$ cat config.mk
export PLATFORM = sky130hd
export DESIGN_NAME = run_controller
export DESIGN_NICKNAME = d
export VERILOG_FILES = /design/src/rtl/processor_pkg.sv /design/src/rtl/run_controller.sv
export SDC_FILE = /design/constraint.sdc
export NUM_CORES = 1
export LEC_CHECK = 0
export CAP_MARGIN = 20
export CORE_UTILIZATION = 30
export DETAILED_ROUTE_END_ITERATION = 16
export PLACE_DENSITY = 0.62
export SKIP_CTS_REPAIR_TIMING = 1
export SLEW_MARGIN = 20
export SYNTH_ARGS = -nofsm -noshare
export SYNTH_HDL_FRONTEND = slang
export SYNTH_SLANG_ARGS = --single-unit
$ cat constraint.sdc
create_clock -name clock -period 6.2 [get_ports clock]
set_clock_uncertainty 0.1 [all_clocks]
set_input_delay 0.93 -clock clock [delete_from_list [all_inputs] [get_ports clock]]
set_output_delay 0.93 -clock clock [all_outputs]
set_load 0.05 [all_outputs]
$ cat src/rtl/processor_pkg.sv
// rtl/processor_pkg.sv - shared state encoding, opcodes and defaults for the Z processor control path
package processor_pkg;

    localparam int DEFAULT_ADDR_W = 9;
    localparam int DEFAULT_DATA_W = 32;
    localparam int PIPE_DEPTH     = 4;

    localparam logic [3:0] OP_IRMOV = 4'h1;
    localparam logic [3:0] OP_ADD   = 4'h2;
    localparam logic [3:0] OP_SUB   = 4'h3;
    localparam logic [3:0] OP_AND   = 4'h4;
    localparam logic [3:0] OP_XOR   = 4'h5;

    typedef enum logic [2:0] {
        S_IDLE,
        S_LOAD,
        S_CLEAR,
        S_RUN,
        S_DRAIN,
        S_DONE
    } run_state_t;

endpackage

$ cat src/rtl/run_controller.sv
// rtl/run_controller.sv - boot/run sequencer owning the instruction-RAM port and pipeline enables
module run_controller
    import processor_pkg::*;
#(
    parameter int ADDR_W       = DEFAULT_ADDR_W,
    parameter int DATA_W       = DEFAULT_DATA_W,
    parameter int RST_CYCLES   = 2,
    parameter int DRAIN_CYCLES = PIPE_DEPTH
) (
    input  logic              clock,
    input  logic              reset,
    input  logic              host_valid,
    output logic              host_ready,
    input  logic [DATA_W-1:0] host_data,
    input  logic              host_last,
    input  logic              start,
    input  logic              abort,
    output logic [ADDR_W-1:0] mem_addr,
    output logic              mem_wr,
    output logic [DATA_W-1:0] mem_wdata,
    output logic              mem_rd,
    output logic              working,
    output logic              reg_rst,
    output logic [ADDR_W-1:0] pc,
    output logic [ADDR_W:0]   prog_len,
    output logic [15:0]       cycle_count,
    output logic              busy,
    output logic              done,
    output logic              err
);

    localparam logic [ADDR_W:0] DEPTH = {1'b1, {ADDR_W{1'b0}}};

    run_state_t        state;
    logic [ADDR_W:0]   load_ptr;
    logic [ADDR_W:0]   prog_len_q;
    logic [ADDR_W-1:0] pc_q;
    logic [15:0]       cycle_q;
    logic [15:0]       timer;
    logic              err_q;

    logic              accept;
    logic [ADDR_W:0]   wr_base;
    logic [ADDR_W:0]   wr_next;
    logic              pc_last;

    assign host_ready = (state inside {S_IDLE, S_LOAD, S_DONE}) && (load_ptr < DEPTH);
    assign accept     = host_valid && host_ready;
    // a beat arriving outside LOAD begins a fresh program at address 0
    assign wr_base    = (state == S_LOAD) ? load_ptr : '0;
    assign wr_next    = wr_base + 1'b1;
    assign pc_last    = ({1'b0, pc_q} == (prog_len_q - 1'b1));

    always_comb begin
        mem_addr  = '0;
        mem_wr    = 1'b0;
        mem_wdata = '0;
        mem_rd    = 1'b0;
        if (accept) begin
            mem_wr    = 1'b1;
            mem_addr  = wr_base[ADDR_W-1:0];
            mem_wdata = host_data;
        end else if (state == S_RUN) begin
            mem_rd   = 1'b1;
            mem_addr = pc_q;
        end
    end

    always_ff @(posedge clock) begin
        if (!reset) begin
            state      <= S_IDLE;
            load_ptr   <= '0;
            prog_len_q <= '0;
            pc_q       <= '0;
            cycle_q    <= '0;
            timer      <= '0;
            err_q      <= 1'b0;
        end else begin
            err_q <= 1'b0;
            if ((state inside {S_CLEAR, S_RUN, S_DRAIN}) && (cycle_q != 16'hFFFF)) begin
                cycle_q <= cycle_q + 16'd1;
            end
            if (accept) begin
                load_ptr   <= wr_next;
                prog_len_q <= wr_next;
                if (abort || host_last || (wr_next == DEPTH)) begin
                    state <= S_IDLE;
                end else begin
                    state <= S_LOAD;
                end
            end else if (abort && (state != S_IDLE)) begin
                state <= S_IDLE;
                timer <= '0;
            end else begin
                case (state)
                    S_IDLE, S_DONE: begin
                        if (start) begin
                            if (prog_len_q == '0) begin
                                err_q <= 1'b1;
                            end else begin
                                state   <= S_CLEAR;
                                pc_q    <= '0;
                                cycle_q <= '0;
                                timer   <= '0;
                            end
                        end
                    end
                    S_CLEAR: begin
                        if (timer == 16'(RST_CYCLES - 1)) begin
                            timer <= '0;
                            state <= S_RUN;
                        end else begin
                            timer <= timer + 16'd1;
                        end
                    end
                    S_RUN: begin
                        // pc parks on the last fetch address so a full-depth program never wraps
                        if (pc_last) begin
                            state <= S_DRAIN;
                        end else begin
                            pc_q <= pc_q + 1'b1;
                        end
                    end
                    S_DRAIN: begin
                        if (timer == 16'(DRAIN_CYCLES - 1)) begin
                            timer <= '0;
                            state <= S_DONE;
                        end else begin
                            timer <= timer + 16'd1;
                        end
                    end
                    default: ;
                endcase
            end
        end
    end

    assign working     = (state == S_RUN) || (state == S_DRAIN);
    assign reg_rst     = (state == S_CLEAR);
    assign done        = (state == S_DONE);
    assign busy        = state inside {S_LOAD, S_CLEAR, S_RUN, S_DRAIN};
    assign err         = err_q;
    assign pc          = pc_q;
    assign prog_len    = prog_len_q;
    assign cycle_count = cycle_q;

endmodule
Word level (Yosys, flattened, before mapping) --
Index checks and enable logic that the tools add are counted.
Cells by class: add/subtract/negate cells 5, magnitude comparators 1, equal/unequal tests 20, mux-type cells 33, bitwise logic cells 5, reductions and logical operators 21
Operator list (number):
- two-way mux 16 bit | 11
- one-hot mux 16 bit (3 select lines) | 1
- two-way mux 9 bit | 5
- adder 16 x 1 -> 16 bit (second input constant) | 2
- two-way mux 32 bit | 1
- two-way mux 3 bit | 7
- one-hot mux 9 bit (2 select lines) | 1
- == test 16 x 1 -> 1 bit (second input constant) | 1
- == test 16 x 2 -> 1 bit (second input constant) | 1
- inequality test 16 bit (second input constant) | 1
- one-hot mux 3 bit (4 select lines) | 1
- AND reduction 6 bit | 2
- adder 10 x 1 -> 10 bit (second input constant) | 1
- == test 10 bit (second input constant) | 1
- == test 9 x 10 -> 1 bit | 1
- zero test 10 bit | 1
- < comparator 10 bit (second input constant) | 1
- two-way mux 10 bit | 1
- subtractor 10 x 1 -> 10 bit (second input constant) | 1
- adder 9 x 1 -> 9 bit (second input constant) | 1
- nonzero test 3 bit | 3
- inequality test 4 bit (second input constant) | 2
- nonzero test 4 bit | 2
- == test 3 x 2 -> 1 bit (second input constant) | 2
- other kinds (17) | 34
Storage, ports and cells: flip-flop bits (word level) 55, input bits 38, output and inout port bits 84, logic and storage cells 91

Logic depth before layout (Yosys ltp) --
word-level depth 9, depth in mapped cells 12, depth with buffers taken out 11

Worst setup path before layout --
No wires, ideal clock.
path type input to output, start point in host_valid, end point out mem_addr[0], arrival time 3.591 ns, data required time 5.170 ns, path slack 1.579 ns, stages on the path 5, buffers on the path 1, path through or4b_2 inv_1 clkbuf_1 nand2_1 o21ai_0
Between the ends: word-level cells in the longest chain between the ends 2
RTL lines:
- start, declared | RTL line run_controller.sv:12 | input logic host_valid,
- logical AND 1 bit | RTL line run_controller.sv:48 | assign accept = host_valid && host_ready;
- two-way mux 9 bit | RTL line run_controller.sv:59 | if (accept) begin
- end, declared | RTL line run_controller.sv:18 | output logic [ADDR_W-1:0] mem_addr,
No other way between the ends.

Worst setup path in the final report --
start point in host_valid, end point out mem_addr[2]
Same word-level chain as after synthesis.

==> results.py <==
metrics = {
    "status": {
        "status": "complete, no violations",
    },
    "route": {
        "wl_um": 11100,
        "drt_iter0_markers": 210,
        "routed-via-count": 3867,
        "avgRoutedWirePerCell_um": 15.2,
        "vias_per_cell": 5.30,
        "first_pass_iters": 4,
        "drc_errors": 0,
        "final_antenna_net_count": 0,
    },
    "worst_hold_path": {
        "hp-class": "flop to flop",
    },
    "finish": {
        "final_cell_mix": "121 x clkdlybuf4s50_1, 66 x nor2_1, 55 x dfxtp_1, 40 x and3_1, 34 x nand2_1",
        "post_route_cells_drive_above_1_share_pct": 5.33,
        "seqCellArea_mm2": 0.00110,
        "final_cell_area_mm2": 0.00509,
        "syn2layout_area_growth_pct": 37.6,
        "final_common_cell": "clkdlybuf4s50_1",
        "multi_input_area_mm2": 0.00238,
        "finalNetCount": 625,
        "antenna_cells": 0,
        "n_fill_cell": 1229,
    },
    "global_routing": {
        "grtUsageTotal_pct": 16.8,
        "grt_pass1_vias": 3541,
        "grt_max_degree": 34,
        "grt.overflow.total": 0,
        "grt_antenna_before_repair": 0,
        "grt_pass1_wl_um": 17700,
    },
    "floorplanning": {
        "die_w_um": 113,
        "core_area_mm2": 0.0120,
        "die_y_um": 113,
        "die_area_mm2": 0.0128,
        "ios": 122,
        "start_util_pct": 30.8,
        "rows": 40,
    },
    "yosys": {
        "ys.flop_type": "dfxtp_1",
        "async_flop_share_pct": 0,
        "synth_area_leaders": "dfxtp_1 30%, and3_1 6.8%, nor2_1 6.7%",
        "synth_edf_count": 0,
        "synth_area_mm2": 0.00370,
        "synth-seq-cells": 55,
        "synth_seq_area_share_pct": 29.7,
        "syn_avg_cell_area_um2": 7.63,
        "yosysTopAreaCellShare_pct": 29.7,
        "synth.largest_area_cell": "dfxtp_1",
        "synth_fp_nets": 529,
        "ys_types": 62,
        "syn_inst": 485,
        "synth_warnings": 0,
    },
    "power_and_ir_drop": {
        "leakage_nw": 1.88,
        "ir_worst_vdd_v": 0.000154,
        "pwr_density_cell_mw_per_mm2": 210,
    },
    "setup_path": {
        "worstPathArrival_ns": 4.11,
        "crit_fanout": 33,
        "crit_path_end_kind": "primary output",
        "critPathRequiredTime_ns": 5.17,
        "criticalPathCategory": "input pin to primary output",
        "critPathLaunchType": "input pin",
    },
    "clock_network": {
        "htreeDepth": 2,
        "clock_latency_ns": 0.29,
        "cts_buffers": 5,
        "tritoncts": "done",
        "clk_path_buf_depth": 2,
        "clkSlewWorstSetupHoldPaths_ns": 0.07,
        "clock-root-buffer": "clkbuf_16",
        "clock_sinks": 55,
    },
    "sta": {
        "rsz0062_at_grt": "false",
        "worstMarginPinSlew_ns": 0.795,
        "hold_viol": 0,
        "slew-limit-headroom_pct": 46.9,
        "setup_viol_count_final": 0,
        "slew_viol_final": 0,
        "final.setup.tns_ns": 0,
        "max_freq_mhz": 194,
        "finalCritPeriodShare_pct": 82.9,
        "min_period_ns": 5.14,
    },
    "placed_design": {
        "place_congestion": 0.800,
        "io_buffers": 121,
        "dp_hpwl_um": 8160,
        "placed_cell_area_mm2": 0.00495,
    },
    "run": {
        "drv_cap": 0,
    },
}
-- Yosys cell counts, types with 5 or more instances --
library cell / number
nor4_1: 9
nor2b_1: 5
and4_1: 5
nor2_1: 66
a22o_1: 7
and3_1: 40
xor2_1: 17
nor3_1: 18
ha_1: 6
dfxtp_1: 55
inv_1: 15
clkbuf_1: 27
xnor2_1: 24
nand4_1: 19
a21oi_1: 20
or4_1: 5
nand3b_1: 5
o21ai_0: 16
nand3_1: 14
a31oi_1: 5
nand2_1: 34
-- kinds of logic (layout without fill, tap and decap cells) --
logic type | Yosys count | in the layout | synth area share (%)
xor gates and xnor gates | 41 | 41 | 9.70
and+or+nand+nor | 245 | 245 | 35.0
DFF | 55 | 55 | 29.7
AOI/OAI and AO/OA | 83 | 83 | 15.9
muxes | 5 | 5 | 1.39
adders and majority gates | 6 | 6 | 2.03
buffers and inverters | 50 | 147 | 6.25
-- flip-flops by register name, indices dropped and copies added, names as in the netlist --
register and cells:
prog_len 10, state 3, cycle_count 16, pc 9
timer 16, err 1
-- routing by layer --
metal  up-vias  global-route usage, %  share of wire [%]
li1       1926                      -                  -
met1      1852                   23.0                 47
met2        78                   27.6                 48
met3        11                   2.73                3.4
met4         0                   3.77                1.1
met5         -                      0                  0
-- power by group --
part / switching, W / internal, W
clock: 0.000127 / 0.000149
sequential: 0.0000192 / 0.000363
combinational: 0.000265 / 0.000144
total: 0.000411 / 0.000657
-- critical path, cell delays in order --
cell	delay, ns
clkdlybuf4s50_1	0.46
buf_4	0.25
or4b_2	0.78
nor2_1	0.63
a22o_1	0.25
clkdlybuf4s50_1	0.81
-- path summary, 6_finish.rpt --
| kind | startpoint | endpoint | slack (ns) | depth (start not counted) |
|---|---|---|---|---|
| setup / recovery | host_valid | mem_addr[2] | 1.06 | 6 |
| hold / removal | timer[15] | timer[15] | 0.43 | 2 |
| setup reg to reg | state[0] | state[0] | 2.98 | 10 |
| hold reg to reg | timer[15] | timer[15] | 0.43 | 2 |
-- stage by stage --
step,std cells,hold WS [ns],util [%],worst slack [ns],power [W]
3_3_place_gp,721,0.393,41.2,1.16,0.000793
6_report,729,0.434,42.4,1.06,0.00107
2_1_floorplan,485,0.377,-,1.58,0.000668
5_1_grt,729,0.460,42.4,0.966,0.00112
3_5_place_dp,721,0.418,41.2,1.09,0.000797
4_1_cts,729,0.427,42.4,1.10,0.00107
-- final cells by class --
class                           count  share of cell area (%)
Multi-Input combinational cell    380                    46.7
Timing Repair Buffer              124                    24.2
Sequential cell                    55                    21.6
Tap cell                          147                    3.61
Clock buffer                        6                    2.53
Inverter                           15                    1.11
Clock inverter                      2                   0.246
(Power assumes the default switching activity.)
